===== src/rtl/mem_access_arbiter.sv =====
// Shares one multi-cycle memory port between instruction fetch and data load/store.
// One transaction at a time; alternates grants when both sides request.
module mem_access_arbiter #(
  parameter int unsigned DATA_WIDTH   = 32,
  parameter int unsigned READ_LATENCY = 1
) (
  input  logic                  clk,
  input  logic                  reset,
  input  logic                  if_req_i,
  input  logic [DATA_WIDTH-1:0] if_addr_i,
  output logic                  if_gnt_o,
  output logic                  if_rvalid_o,
  output logic                  if_err_o,
  input  logic                  d_req_i,
  input  logic                  d_we_i,
  input  logic [DATA_WIDTH-1:0] d_addr_i,
  input  logic [DATA_WIDTH-1:0] d_wdata_i,
  output logic                  d_gnt_o,
  output logic                  d_rvalid_o,
  output logic                  d_err_o,
  output logic [DATA_WIDTH-1:0] rdata_o,
  output logic [DATA_WIDTH-1:0] mem_addr_o,
  output logic                  mem_we_o,
  output logic [DATA_WIDTH-1:0] mem_wdata_o,
  input  logic [DATA_WIDTH-1:0] mem_rdata_i,
  output logic                  busy_o
);

  localparam logic [1:0] StIdle   = 2'd0;
  localparam logic [1:0] StAccess = 2'd1;
  localparam logic [1:0] StWait   = 2'd2;
  localparam logic [1:0] StResp   = 2'd3;

  localparam logic [2:0] LatLast = 3'(READ_LATENCY);
  localparam bit         NoWait  = (READ_LATENCY == 0);

  logic [1:0]            state_q, state_d;
  logic [2:0]            wait_cnt_q, wait_cnt_d;
  logic                  last_data_q;  // previous grant went to the data port
  logic                  owner_q;      // 1 = data port owns the transaction
  logic                  we_q;
  logic [DATA_WIDTH-1:0] addr_q, wdata_q, rdata_q;

  logic grant_if, grant_d, grant_any, misaligned, capture, resp;

  assign misaligned = (addr_q[1:0] != 2'b00);
  assign resp       = (state_q == StResp);

  // Grants are gated by reset so a request is never acknowledged and then dropped.
  always_comb begin
    grant_d  = 1'b0;
    grant_if = 1'b0;
    if (!reset && state_q == StIdle) begin
      if (d_req_i && (!if_req_i || !last_data_q)) begin
        grant_d = 1'b1;
      end else if (if_req_i) begin
        grant_if = 1'b1;
      end
    end
  end

  assign grant_any = grant_if | grant_d;
  assign capture   = NoWait ? (state_q == StAccess)
                            : (state_q == StWait && wait_cnt_q == LatLast);

  always_comb begin
    state_d    = state_q;
    wait_cnt_d = wait_cnt_q;
    case (state_q)
      StIdle: begin
        if (grant_any) state_d = StAccess;
      end
      StAccess: begin
        if (NoWait) begin
          state_d = StResp;
        end else begin
          state_d    = StWait;
          wait_cnt_d = 3'd1;
        end
      end
      StWait: begin
        if (wait_cnt_q == LatLast) begin
          state_d = StResp;
        end else begin
          wait_cnt_d = wait_cnt_q + 3'd1;
        end
      end
      StResp:  state_d = StIdle;
      default: state_d = StIdle;
    endcase
  end

  always_ff @(posedge clk) begin
    if (reset) begin
      state_q     <= StIdle;
      wait_cnt_q  <= 3'd0;
      last_data_q <= 1'b0;
      owner_q     <= 1'b0;
      we_q        <= 1'b0;
      addr_q      <= '0;
      wdata_q     <= '0;
      rdata_q     <= '0;
    end else begin
      state_q    <= state_d;
      wait_cnt_q <= wait_cnt_d;
      if (grant_any) begin
        owner_q     <= grant_d;
        last_data_q <= grant_d;
        addr_q      <= grant_d ? d_addr_i : if_addr_i;
        we_q        <= grant_d & d_we_i;
        wdata_q     <= grant_d ? d_wdata_i : '0;
      end
      if (capture) begin
        rdata_q <= (we_q || misaligned) ? '0 : mem_rdata_i;
      end
    end
  end

  assign if_gnt_o    = grant_if;
  assign d_gnt_o     = grant_d;
  assign if_rvalid_o = resp & ~owner_q;
  assign d_rvalid_o  = resp & owner_q;
  assign if_err_o    = resp & ~owner_q & misaligned;
  assign d_err_o     = resp & owner_q & misaligned;
  assign rdata_o     = rdata_q;
  assign mem_addr_o  = addr_q;
  assign mem_wdata_o = wdata_q;
  assign mem_we_o    = (state_q == StAccess) & we_q & ~misaligned;
  assign busy_o      = (state_q != StIdle);

endmodule


===== config.mk =====
export PLATFORM = sky130hd
export DESIGN_NAME = mem_access_arbiter
export DESIGN_NICKNAME = d
export VERILOG_FILES = /design/src/rtl/mem_access_arbiter.sv
export SDC_FILE = /design/constraint.sdc
export NUM_CORES = 1
export LEC_CHECK = 0
export CORE_AREA = 2 2 112 114
export CTS_CLUSTER_DIAMETER = 60
export DETAILED_ROUTE_END_ITERATION = 7
export DIE_AREA = 0 0 114 116
export GPL_TIMING_DRIVEN = 0
export PLACE_DENSITY = 0.82
export SYNTH_ARGS = -nofsm -noshare
export SYNTH_HDL_FRONTEND = slang
export SYNTH_SLANG_ARGS = --single-unit

===== constraint.sdc =====
create_clock -name clk -period 1.6 [get_ports clk]
set_input_delay 0.24 -clock clk [delete_from_list [all_inputs] [get_ports clk]]
set_output_delay 0.24 -clock clk [all_outputs]
set_load 0.02 [all_outputs]

Word level (Yosys, flattened, before mapping)
Cells that the tools add are included.
{"block": "classes", "bitwise_logic": 10, "reduce_logical": 14, "eq_ne": 7, "mux": 13, "n_addsub": 1}
{"op": "two-way mux 32 bit", "n": 3}
{"op": "one-hot mux 2 bit (4 select lines)", "n": 1}
{"op": "AND 1 bit", "n": 7}
{"op": "one-hot mux 3 bit (2 select lines)", "n": 1}
{"op": "nonzero test 2 bit", "n": 3}
{"op": "two-way mux 1 bit", "n": 5}
{"op": "== test 2 bit, second input constant", "n": 2}
{"op": "two-way mux 2 bit", "n": 2}
{"op": "!= test 2 bit, second input constant", "n": 2}
{"op": "AND reduction 2 bit", "n": 2}
{"op": "adder 3 x 1 -> 3 bit, second input constant", "n": 1}
{"op": "== test 3 x 1 -> 1 bit, second input constant", "n": 1}
{"op": "logical AND 1 bit", "n": 3}
{"op": "zero test 1 bit", "n": 3}
{"op": "two-way mux 3 bit", "n": 1}
{"op": "== test 2 x 1 -> 1 bit, second input constant", "n": 1}
{"op": "zero test 2 bit", "n": 1}
{"op": "logical OR 1 bit", "n": 2}
{"op": "!= test 2 x 1 -> 1 bit, second input constant", "n": 1}
{"op": "NOT 1 bit", "n": 2}
{"op": "OR 1 bit", "n": 1}
{"block": "word_totals", "reg_bits": 103}

Depth between registers and ports, before layout
{"block": "depth", "ltp_word": 8, "ltp_mapped": 8, "ltp_nobuf": 7}

Worst setup path before layout
No wires, ideal clock.
{"block": "synth_path", "kind": "register to register", "start": "register state_q[0]", "end": "register addr_q[10], in the netlist mem_addr_o[10]", "n_path_buf": 1, "synth_period_minus_slack_ns": 1.589, "arrival_time_ns": 1.498, "path_stages_with_launch": 8, "path_slack_ns": 0.011, "cell_sequence": "dfxtp_1 > inv_1 > ha_1 > nor2b_2 > nand3_2 > clkbuf_1 > nor2_1 > a311oi_1"}
{"block": "synth_via", "elab_chain_cells": 4, "elab_cells_between_ends": 6}
{"item": "start: declaration", "line_no": "37", "source": "logic [1:0] state_q, state_d;"}
{"item": "start signal: assignment", "line_no": "95", "source": "state_q <= StIdle;"}
{"item": "start signal: assignment", "line_no": "104", "source": "state_q <= state_d;"}
{"item": "zero test 2 bit *", "line_no": "53", "source": "if (!reset && state_q == StIdle) begin"}
{"item": "logical AND 1 bit *", "line_no": "53"}
{"item": "two-way mux 1 bit", "line_no": "53"}
{"item": "two-way mux 32 bit or OR 1 bit (tied branches)", "line_no": "109, 62"}
{"item": "end signal: assignment", "line_no": "109", "source": "addr_q <= grant_d ? d_addr_i : if_addr_i;"}
{"item": "end: declaration", "line_no": "42", "source": "logic [DATA_WIDTH-1:0] addr_q, wdata_q, rdata_q;"}
Mark *: on every way between the ends. The rest lies on a longest branch, timed or not.
A chain may end at the register's enable or synchronous reset.

Worst setup path after layout
{"block": "layout_path", "start": "register state_q[1]", "end": "output d_gnt_o"}
{"block": "layout_via", "elab_chain_cells": 3}
{"item": "zero test 2 bit", "line_no": "53"}
{"item": "logical AND 1 bit", "line_no": "53"}
{"item": "two-way mux 1 bit", "line_no": "53"}
{"item": "end: declaration", "line_no": "18", "source": "output logic d_gnt_o,"}
No other way between the ends.

==> run_summary.xml <==
<?xml version="1.0" encoding="UTF-8"?>
<metrics>
  <group name="status">
    <metric name="run_status" unit="">complete, but fails checks</metric>
    <metric name="failed_checks" unit="">setup timing</metric>
  </group>
  <group name="timing">
    <metric name="timing.max_slew.rel_slack" unit="">0.5832</metric>
    <metric name="maximum_clock_rate" unit="MHz">576.4</metric>
    <metric name="hold_viol" unit="">0</metric>
    <metric name="worst-slew-pin-transition" unit="ps">625.1</metric>
    <metric name="grt_setup_unrepaired" unit="">true</metric>
    <metric name="finalSetupTns" unit="ps">-2445</metric>
    <metric name="finalCriticalPeriod" unit="ps">1735</metric>
    <metric name="finalWorstSetupSlack" unit="ps">-135.0</metric>
    <metric name="post-route-period-util" unit="">1.084</metric>
    <metric name="fin_worst_skew" unit="ps">8.996</metric>
    <metric name="report.final.setup_viol" unit="">50</metric>
    <metric name="hold_ws" unit="ps">455.6</metric>
    <metric name="report.final.slew_viol_count" unit="">0</metric>
  </group>
  <group name="logic_synthesis">
    <metric name="post_synth.cell_area_avg" unit="um2">8.454</metric>
    <metric name="syn-instance-count" unit="">473</metric>
    <metric name="synth.net_count" unit="">612</metric>
    <metric name="post-synth-top-area-fraction" unit="">0.5156</metric>
    <metric name="yosysUniqueCellTypes" unit="">32</metric>
    <metric name="syn_area" unit="mm2">0.003999</metric>
    <metric name="yosys_register_bits" unit="">103</metric>
    <metric name="synth_compound_gate_area_share" unit="">0.1952</metric>
    <metric name="synth-xor-area-share" unit="">0</metric>
    <metric name="yosys.area.top_type" unit="">sky130_fd_sc_hd__dfxtp_1</metric>
    <metric name="synth_seq_area_share" unit="">0.5156</metric>
    <metric name="synth-warning-count" unit="">0</metric>
    <metric name="postSynth.asyncResetShare" unit="">0</metric>
    <metric name="yosys.area_share.simple" unit="">0.2125</metric>
    <metric name="synth-edff-count" unit="">0</metric>
    <metric name="yosys-top-cells-area" unit="">sky130_fd_sc_hd__dfxtp_1 52%, sky130_fd_sc_hd__nand2_1 8.5%, sky130_fd_sc_hd__a22oi_1 7.9%</metric>
    <metric name="synth.mux.area_fraction" unit="">0.005006</metric>
    <metric name="combinational_family_with_the_most_area_after_synthesis" unit="">simple AND/OR/NAND/NOR gates</metric>
    <metric name="synth_ff_type" unit="">sky130_fd_sc_hd__dfxtp_1</metric>
    <metric name="yosys.area_share.adder" unit="">0.01877</metric>
  </group>
  <group name="floorplanning">
    <metric name="io_pins" unit="">237</metric>
    <metric name="core_area" unit="mm2">0.01191</metric>
    <metric name="core.rowCount" unit="">40</metric>
    <metric name="dieArea" unit="mm2">0.01322</metric>
    <metric name="fp.dieH" unit="um">116</metric>
    <metric name="initial_core_util" unit="">0.3357</metric>
    <metric name="floorplan.die.width" unit="um">114</metric>
  </group>
  <group name="power">
    <metric name="combPwrFrac" unit="">0.390</metric>
    <metric name="power.density" unit="mW/mm2">1172</metric>
    <metric name="p_switching" unit="mW">2.869</metric>
    <metric name="p_total" unit="mW">8.694</metric>
    <metric name="power_frac_seq" unit="">0.362</metric>
    <metric name="peakVddDrop" unit="V">0.0005952</metric>
    <metric name="clock_power_share" unit="">0.248</metric>
    <metric name="swShare" unit="">0.3300</metric>
    <metric name="cellInternalPower" unit="mW">5.825</metric>
    <metric name="p_leak" unit="nW">2.738</metric>
  </group>
  <group name="layout">
    <metric name="diodes" unit="">0</metric>
    <metric name="number_of_non_filler_instances_in_the_completed_layout" unit="">895</metric>
    <metric name="layout_commonest_cell" unit="">sky130_fd_sc_hd__clkdlybuf4s50_1</metric>
    <metric name="finish.instance_area" unit="mm2">0.007420</metric>
    <metric name="mostFrequentLayoutCells" unit="">222 x sky130_fd_sc_hd__clkdlybuf4s50_1, 101 x sky130_fd_sc_hd__dfxtp_1, 90 x sky130_fd_sc_hd__nand2_1</metric>
    <metric name="final_util" unit="">0.6229</metric>
    <metric name="final_net_count" unit="">883</metric>
    <metric name="syn_to_final_growth" unit="%">85.54</metric>
    <metric name="fillers" unit="">1011</metric>
    <metric name="post_route_cells_drive_above_1_share" unit="">0.1484</metric>
  </group>
  <group name="routing">
    <metric name="initialDrtViolationCount" unit="">247</metric>
    <metric name="detail_route.first_pass.iterations" unit="">4</metric>
    <metric name="drc_errors" unit="">0</metric>
    <metric name="num_vias" unit="">4600</metric>
    <metric name="routed_wire_length_on_met3" unit="um">1149</metric>
    <metric name="finalWirelength" unit="um">15400</metric>
    <metric name="post_drt_wl_per_cell" unit="um">17.20</metric>
    <metric name="top_layer" unit="">met4</metric>
    <metric name="wl_met1" unit="um">6124</metric>
    <metric name="met2RoutedLength" unit="um">7802</metric>
    <metric name="route.detailed.vias_per_inst" unit="">5.140</metric>
    <metric name="remaining_antenna_violation_count_after_routing" unit="">0</metric>
  </group>
  <group name="cts">
    <metric name="clock_tree.root_cell" unit="">sky130_fd_sc_hd__clkbuf_16</metric>
    <metric name="clock_tree.htree_level_count" unit="">3</metric>
    <metric name="clock_insertion_delay_worst_skew" unit="ps">330</metric>
    <metric name="cts.path.max_buffers" unit="">2</metric>
    <metric name="tritoncts" unit="">done</metric>
    <metric name="clock_slew_at_reported_path_ffs" unit="ps">70</metric>
    <metric name="cts_inserted_buffers" unit="">9</metric>
    <metric name="clock_sinks" unit="">103</metric>
    <metric name="postCtsHoldBufs" unit="">0</metric>
  </group>
  <group name="worst_setup_path">
    <metric name="cp_data_required_time" unit="ps">1360</metric>
    <metric name="end_kind" unit="">output pin</metric>
    <metric name="cp_num_buf_inv" unit="">4</metric>
    <metric name="regToRegStartpoint" unit="">state_q[0]</metric>
    <metric name="r2r_cells" unit="">10</metric>
    <metric name="timing.critical_path.from" unit="">state_q[1]</metric>
    <metric name="worst_r2r_endpoint" unit="">rdata_o[20]</metric>
    <metric name="timing.critical_path.arrival" unit="ps">1500</metric>
    <metric name="crit_path_max_incr_delay" unit="ps">370</metric>
    <metric name="slowest_stage" unit="">sky130_fd_sc_hd__dfxtp_4</metric>
    <metric name="cp_num_cells" unit="">7</metric>
    <metric name="worst-path-max-fanout" unit="">4</metric>
    <metric name="worst-r2r-setup-slack" unit="ps">-110</metric>
    <metric name="critical_setup_path_kind" unit="">flop to output pin</metric>
    <metric name="crit_start_category" unit="">flop</metric>
    <metric name="crit_chain" unit="">inv_4 &gt; ha_4 &gt; nor2b_4 &gt; nand3_4 &gt; clkinv_4 &gt; buf_8 &gt; buf_6</metric>
    <metric name="timing.critical_path.to" unit="">d_gnt_o</metric>
    <metric name="delay_heaviest_family_cp" unit="">flip-flops</metric>
  </group>
  <group name="placed_design">
    <metric name="portbufs" unit="">235</metric>
    <metric name="hpwl_reported_at_the_end_of_detailed_placement" unit="um">10860</metric>
    <metric name="placed_area" unit="mm2">0.006535</metric>
    <metric name="gp_routability_congestion" unit="">0.8589</metric>
    <metric name="dp_worst_setup_slack" unit="ps">-861.8</metric>
    <metric name="place_inst" unit="">855</metric>
  </group>
  <group name="worst_hold_path">
    <metric name="worstHoldPathType" unit="">primary input to flop</metric>
  </group>
  <group name="global_route">
    <metric name="grt_max_degree" unit="">17</metric>
    <metric name="number_of_global_route_vias_before_repair" unit="">4626</metric>
    <metric name="grt.overflow.total" unit="">0</metric>
    <metric name="grt_util_all_layers" unit="">0.2157</metric>
    <metric name="antenna_found_initial" unit="">0</metric>
    <metric name="first_pass_grt_wire_length" unit="um">22750</metric>
  </group>
  <group name="flow_run">
    <metric name="total_of_max_cap_violations" unit="">0</metric>
  </group>
</metrics>
## cell usage after synthesis, types with 5 or more instances
| cell | number |
|---|---|
| sky130_fd_sc_hd__dfxtp_1 | 103 |
| sky130_fd_sc_hd__nand2_1 | 91 |
| sky130_fd_sc_hd__nor2_1 | 63 |
| sky130_fd_sc_hd__a21oi_1 | 43 |
| sky130_fd_sc_hd__a22oi_1 | 42 |
| sky130_fd_sc_hd__nand3_1 | 33 |
| sky130_fd_sc_hd__a311oi_1 | 24 |
| sky130_fd_sc_hd__clkbuf_1 | 21 |
| sky130_fd_sc_hd__buf_2 | 13 |
| sky130_fd_sc_hd__ha_1 | 6 |
| sky130_fd_sc_hd__inv_1 | 5 |
## per-layer routing
layer  GRT usage  vias to the layer above
met4     0.07724                        0
met1      0.2515                     2200
met5           0                        -
met2      0.3802                      186
met3     0.06067                       25
li1            -                     2189
## registers in the layout (all words and copies together), names as in the netlist
signal       flops
wait_cnt_q       3
mem_wdata_o     32
mem_addr_o      32
we_q             1
state_q          2
owner_q          1
rdata_o         32
## worst min path at each step
| stage | from | end | slack [ps] | depth (start not counted) |
|---|---|---|---|---|
| 2_1_floorplan | d_we_i | we_q | 380 | 2 |
| 3_3_place_gp | mem_wdata_o[4] | mem_wdata_o[4] | 450 | 2 |
| 3_5_place_dp | mem_wdata_o[4] | mem_wdata_o[4] | 460 | 2 |
| 4_1_cts | d_wdata_i[10] | mem_wdata_o[10] | 450 | 3 |
| 5_1_grt | d_wdata_i[3] | mem_wdata_o[3] | 460 | 3 |
| 6_report | d_wdata_i[3] | mem_wdata_o[3] | 460 | 3 |
## area by class of cell
class                   instances  area [um2]  area share
inverters                       6       30.03    0.004047
flip-flops and latches        103        2067      0.2786
repair buffers                261        2604      0.3509
multi-input cells             324        1922      0.2590
well taps                     147       183.9     0.02479
clock inverters                 5       58.81    0.007926
clock buffers                  10       229.0     0.03086
plain buffers                  39       325.3     0.04384
## cell families (layout without fill, tap and decap cells)
group                      count (synthesis)  in the layout
AOI/OAI and AO/OA                        115            115
adders and majority gates                  6              6
buffers and inverters                     46            321
DFF                                      103            103
muxes                                      2              2
and+or+nand+nor                          201            201
## what timing repair did
action / in CTS / in global routing
gates resized for setup: 101 / 49
endpoints found under the setup margin: 108 / 110
gates cloned: 2 / 3
setup buffers: 11 / 10
pin swaps: 4 / 7
## worst register-to-register path: cells and delay by family, from the launching register on
kind | cells | cell delay [ps]
flip-flops | 1 | 340
AO/OA/AOI/OAI | 1 | 50
buffers and inverters | 5 | 680
adder cells (fa/ha/maj) | 1 | 130
AND/OR/NAND/NOR | 3 | 440
## power groups by stage
stage,clock [mW],combinational (mW),sequential (mW)
5_1_grt,2.32,3.61,3.17
6_report,2.16,3.39,3.14
3_5_place_dp,0,2.70,3.16
4_1_cts,2.23,3.03,3.12
3_3_place_gp,0,2.64,3.14
2_1_floorplan,0,1.05,3.48
Note: power is estimated with default switching activity, not from simulation.
==> variant 1, RTL diff (same flow settings) <==
Register the outputs `if_err_o` and `d_err_o`, without a reset; this adds one clock of latency there. The other outputs are not delayed to match.
--- a/src/rtl/mem_access_arbiter.sv
+++ b/src/rtl/mem_access_arbiter.sv
@@ -122,4 +122,6 @@
   assign d_rvalid_o  = resp & owner_q;
-  assign if_err_o    = resp & ~owner_q & misaligned;
-  assign d_err_o     = resp & owner_q & misaligned;
+  always_ff @(posedge clk) begin
+    if_err_o <= resp & ~owner_q & misaligned;
+    d_err_o  <= resp & owner_q & misaligned;
+  end
   assign rdata_o     = rdata_q;
Check against the original RTL: not equivalent (Yosys sat finds a counterexample within 4 cycles, from zero or initial values and one cycle with reset high).
==> variant 1 against the unedited design <==
- the flow still finishes with violations (negative setup slack)
- critical path depth is the same
- final area is 1.9% higher
- power is 0.79% lower
- wire length decreased by 2.0%
- worst setup slack about the same
- final cell count rose by 0.56%
- synthesized area is 1.0% higher
- sequential cell count grew 2
- critical endpoint unchanged
- largest power group unchanged
==> variant 1: results (changes against the unedited design) <==
[run_status]
run_status=complete, but fails checks
violations=negative setup slack

[place]
dp_slack_ps=-909  ; -47.6 ps
place.gp.congestion=0.895  ; +4.1%
place_area_mm2=0.00658  ; +0.61%
dpl.cell_count=857  ; +0.23%
hpwl_um=10700  ; -1.8%

[drt]
wl_per_cell_um=16.8  ; -2.6%
wl_um=15100  ; -2.0%
dr_wl_met2_um=7560  ; -3.1%
wl_met3_um=1130  ; -1.7%
via_count=4593  ; -0.15%

[layout]
nets=888  ; +0.57%
drive_above_1_share=0.174  ; +0.0256

[synth]
synth_mux_area_frac=0.00496  ; -0.0000496
synth_sequential_area_ratio=0.520  ; +0.00480
yosys-top-cells-area=dfxtp_1 52%, nand2_1 8.5%, a22oi_1 7.8%
syn_avg_cell_area_um2=8.50  ; +0.58%
syn-num-nets=614  ; +0.33%
ys_top_cells_by_count=105 x dfxtp_1, 91 x nand2_1, 63 x nor2_1
synthAdderAreaFrac=0.0186  ; -0.000186

[sta]
setup_viol=29  ; -42%
setup_slack_ps=-135  ; -0.0930 ps
whs_ps=446  ; -9.48 ps
worst_clock_skew_ps=6.73  ; -2.26 ps
setup_tns_ps=-1900  ; +540 ps

[worst_hold_path]
worstHoldEndpoint=mem_wdata_o[13]$_SDFFE_PP0P_
worstHoldStart=d_wdata_i[13]

[critical_path]
crit_fanout=3  ; -1
r2r_end=mem_addr_o[25]$_SDFFE_PP0P_
rr_worst_depth=9  ; -1

[global_route]
met3_usage=0.0544  ; -0.00628
met2_usage=0.387  ; +0.00635
grt_max_degree=16  ; -1
grt_usage=0.216  ; about the same
grt_pass1_wl_um=22800  ; +0.33%

[power]
switching_share=0.330  ; about the same
power_frac_clock=0.235  ; -0.013
p_clk_w=0.00202  ; -6%
peakVddDrop_mv=0.622  ; +4.5%

variant 1: changes by cell type in the layout (fill, tap and decap cells not counted), moves of 3 or more:
cell and change:
buf_2 -3, buf_4 -3, clkbuf_4 +4, clkdlybuf4s50_1 +4, nand2_1 -19, nand2_2 +14
nand2_4 +5
variant 1: worst max path at each step:
stage | start | endpoint | slack (ps) | cells after the start
4_1_cts | state_q[1]$_SDFFE_PP0P_ | d_gnt_o | -130 | 7
3_5_place_dp | state_q[0]$_SDFFE_PP0P_ | d_gnt_o | -910 | 7
6_report | state_q[0]$_SDFFE_PP0P_ | d_gnt_o | -140 | 7
3_3_place_gp | state_q[0]$_SDFFE_PP0P_ | d_gnt_o | -810 | 7
5_1_grt | state_q[1]$_SDFFE_PP0P_ | d_gnt_o | -190 | 7
2_1_floorplan | state_q[0]$_SDFFE_PP0P_ | mem_addr_o[10]$_SDFFE_PP0P_ | 10 | 7
variant 1: logic make-up after synthesis:
| group | count (synthesis) |
|---|---|
| AO/OA/AOI/OAI | 115 |
| adder cells (fa/ha/maj) | 6 |
| buffers and inverters | 46 |
| flip-flops | 105 |
| multiplexers | 2 |
| AND/OR/NAND/NOR | 201 |
variant 1: layout make-up:
| cell class | instances | area (um2) |
|---|---|---|
| Fill cell | 990 | 4350 |
| Timing Repair Buffer | 264 | 2660 |
| Sequential cell | 105 | 2110 |
| Multi-Input combinational cell | 324 | 1990 |
| Buffer | 39 | 322 |
| Clock buffer | 12 | 246 |
| Tap cell | 147 | 184 |
| Inverter | 6 | 30.0 |
| Clock inverter | 3 | 17.5 |
variant 1: timing repair:
action                     4_1_cts  5_1_grt
setup endpoints to repair      108      105
gates cloned                     3        3
buffers inserted                15        8
gates resized for setup        103       69
pin swaps                       24       35
hold endpoints to repair         0        0
==> variant 2, RTL diff (same flow settings) <==
Made on the original files. Set the parameter `DATA_WIDTH` to 28 (it was 32).
--- a/src/rtl/mem_access_arbiter.sv
+++ b/src/rtl/mem_access_arbiter.sv
@@ -3,3 +3,3 @@
 module mem_access_arbiter #(
-  parameter int unsigned DATA_WIDTH   = 32,
+  parameter int unsigned DATA_WIDTH   = 28,
   parameter int unsigned READ_LATENCY = 1
Ports: changed (7 resized); port bits go from 237 to 209. The function was not compared with the original's and may differ.
==> variant 2 against the unedited design <==
- the flow still finishes with violations (negative setup slack)
- power decreased by 2.4%
- global-route usage decreased by 2.3 points
- sequential power decreased by 11%
- combinational power increased by 3%
- synthesized area decreased by 8.0%
- worst setup slack got worse by 110 ps
- final cell count decreased by 8.4%
- count of clock-buffer cells in the layout increased by 1
- critical path depth increased by 1
- final area decreased by 4.7%
- clock skew decreased by 1.4 ps
- sequential cell count decreased by 12
- wire length decreased by 14%
- critical endpoint unchanged
- largest cell class unchanged
- largest power group unchanged
==> variant 2: results (changes against the unedited design) <==
[power]
switching_share=0.330  ; about the same
p_seq_w=0.00280  ; -11%
peakVddDrop_mv=0.586  ; -1.5%

[sta]
setup_slack_ps=-248  ; -113 ps
worst_clock_skew_ps=7.64  ; -1.35 ps
setup_viol=61  ; +22%
max_slew.worst_pin.slew_ps=701  ; +75.8 ps

[drt]
wl_met1_um=5410  ; -12%
wl_met3_um=680  ; -41%
wl_um=13300  ; -14%
dr_wl_met2_um=7010  ; -10%
via_count=4057  ; -12%

[place]
place.gp.congestion=0.752  ; -12%
hpwl_um=9290  ; -14%
place_area_mm2=0.00595  ; -9.0%
io_buffers=207  ; -12%

[synth]
syn-num-nets=543  ; -11%
synth_sequential_area_ratio=0.495  ; -0.0206
ys_top_cells_by_count=91 x dfxtp_1, 59 x nor2_1, 55 x a21oi_1, 55 x nand2_1
yosys-top-cells-area=dfxtp_1 50%, a21oi_1 7.5%, nor2_1 6.0%
ys_types=33  ; +3.1%

[run_status]
run_status=complete, but fails checks
violations=negative setup slack

[global_route]
met2_usage=0.356  ; -0.0246
use_met1=0.222  ; -0.0292
grt_pass1_wl_um=20100  ; -12%

[critical_path]
arrival_ps=1610  ; +110 ps
crit_slowest_cell=dfxtp_2
max_stage_delay_ps=330  ; -40 ps

[clocking]
postCtsSetupRepairBufs=20  ; +9
post_cts_resized=141  ; +40%

[layout]
buf_share=0.395  ; about the same
fin_util=0.593  ; -0.0294
drive_above_1_share=0.232  ; +0.0834
num-fill-cells=998  ; -1.3%
seqCellArea_mm2=0.00182  ; -12%
nets=791  ; -10%
multi_input_area_mm2=0.00190  ; -0.91%
nMultiInputCombCells=282  ; -13%
n_clock_buffer=11  ; +1
nFlopsAndLatches=91  ; -12%
buffers_excl_clock=273  ; -9.0%
final-clk-cell-share=0.0439  ; +0.00511

variant 2: path summary, 6_finish.rpt:
kind                                                endpoint  slack (ps)                         start  cells after the start
worst min-delay path              mem_addr_o[6]$_SDFFE_PP0P_         400                         reset                      4
worst max register to register   mem_addr_o[18]$_SDFFE_PP0P_        -190       state_q[0]$_SDFFE_PP0P_                     10
worst max-delay path                                 d_gnt_o        -250       state_q[0]$_SDFFE_PP0P_                      8
worst min register to register  mem_wdata_o[16]$_SDFFE_PP0P_         470  mem_wdata_o[16]$_SDFFE_PP0P_                      2
variant 2: cells by family after synthesis:
group	after synthesis	share of synthesized area
flip-flops	91	0.495
buffers and inverters	47	0.0704
multiplexers	2	0.00544
AND/OR/NAND/NOR	156	0.182
AO/OA/AOI/OAI	118	0.227
adder cells (fa/ha/maj)	6	0.0204
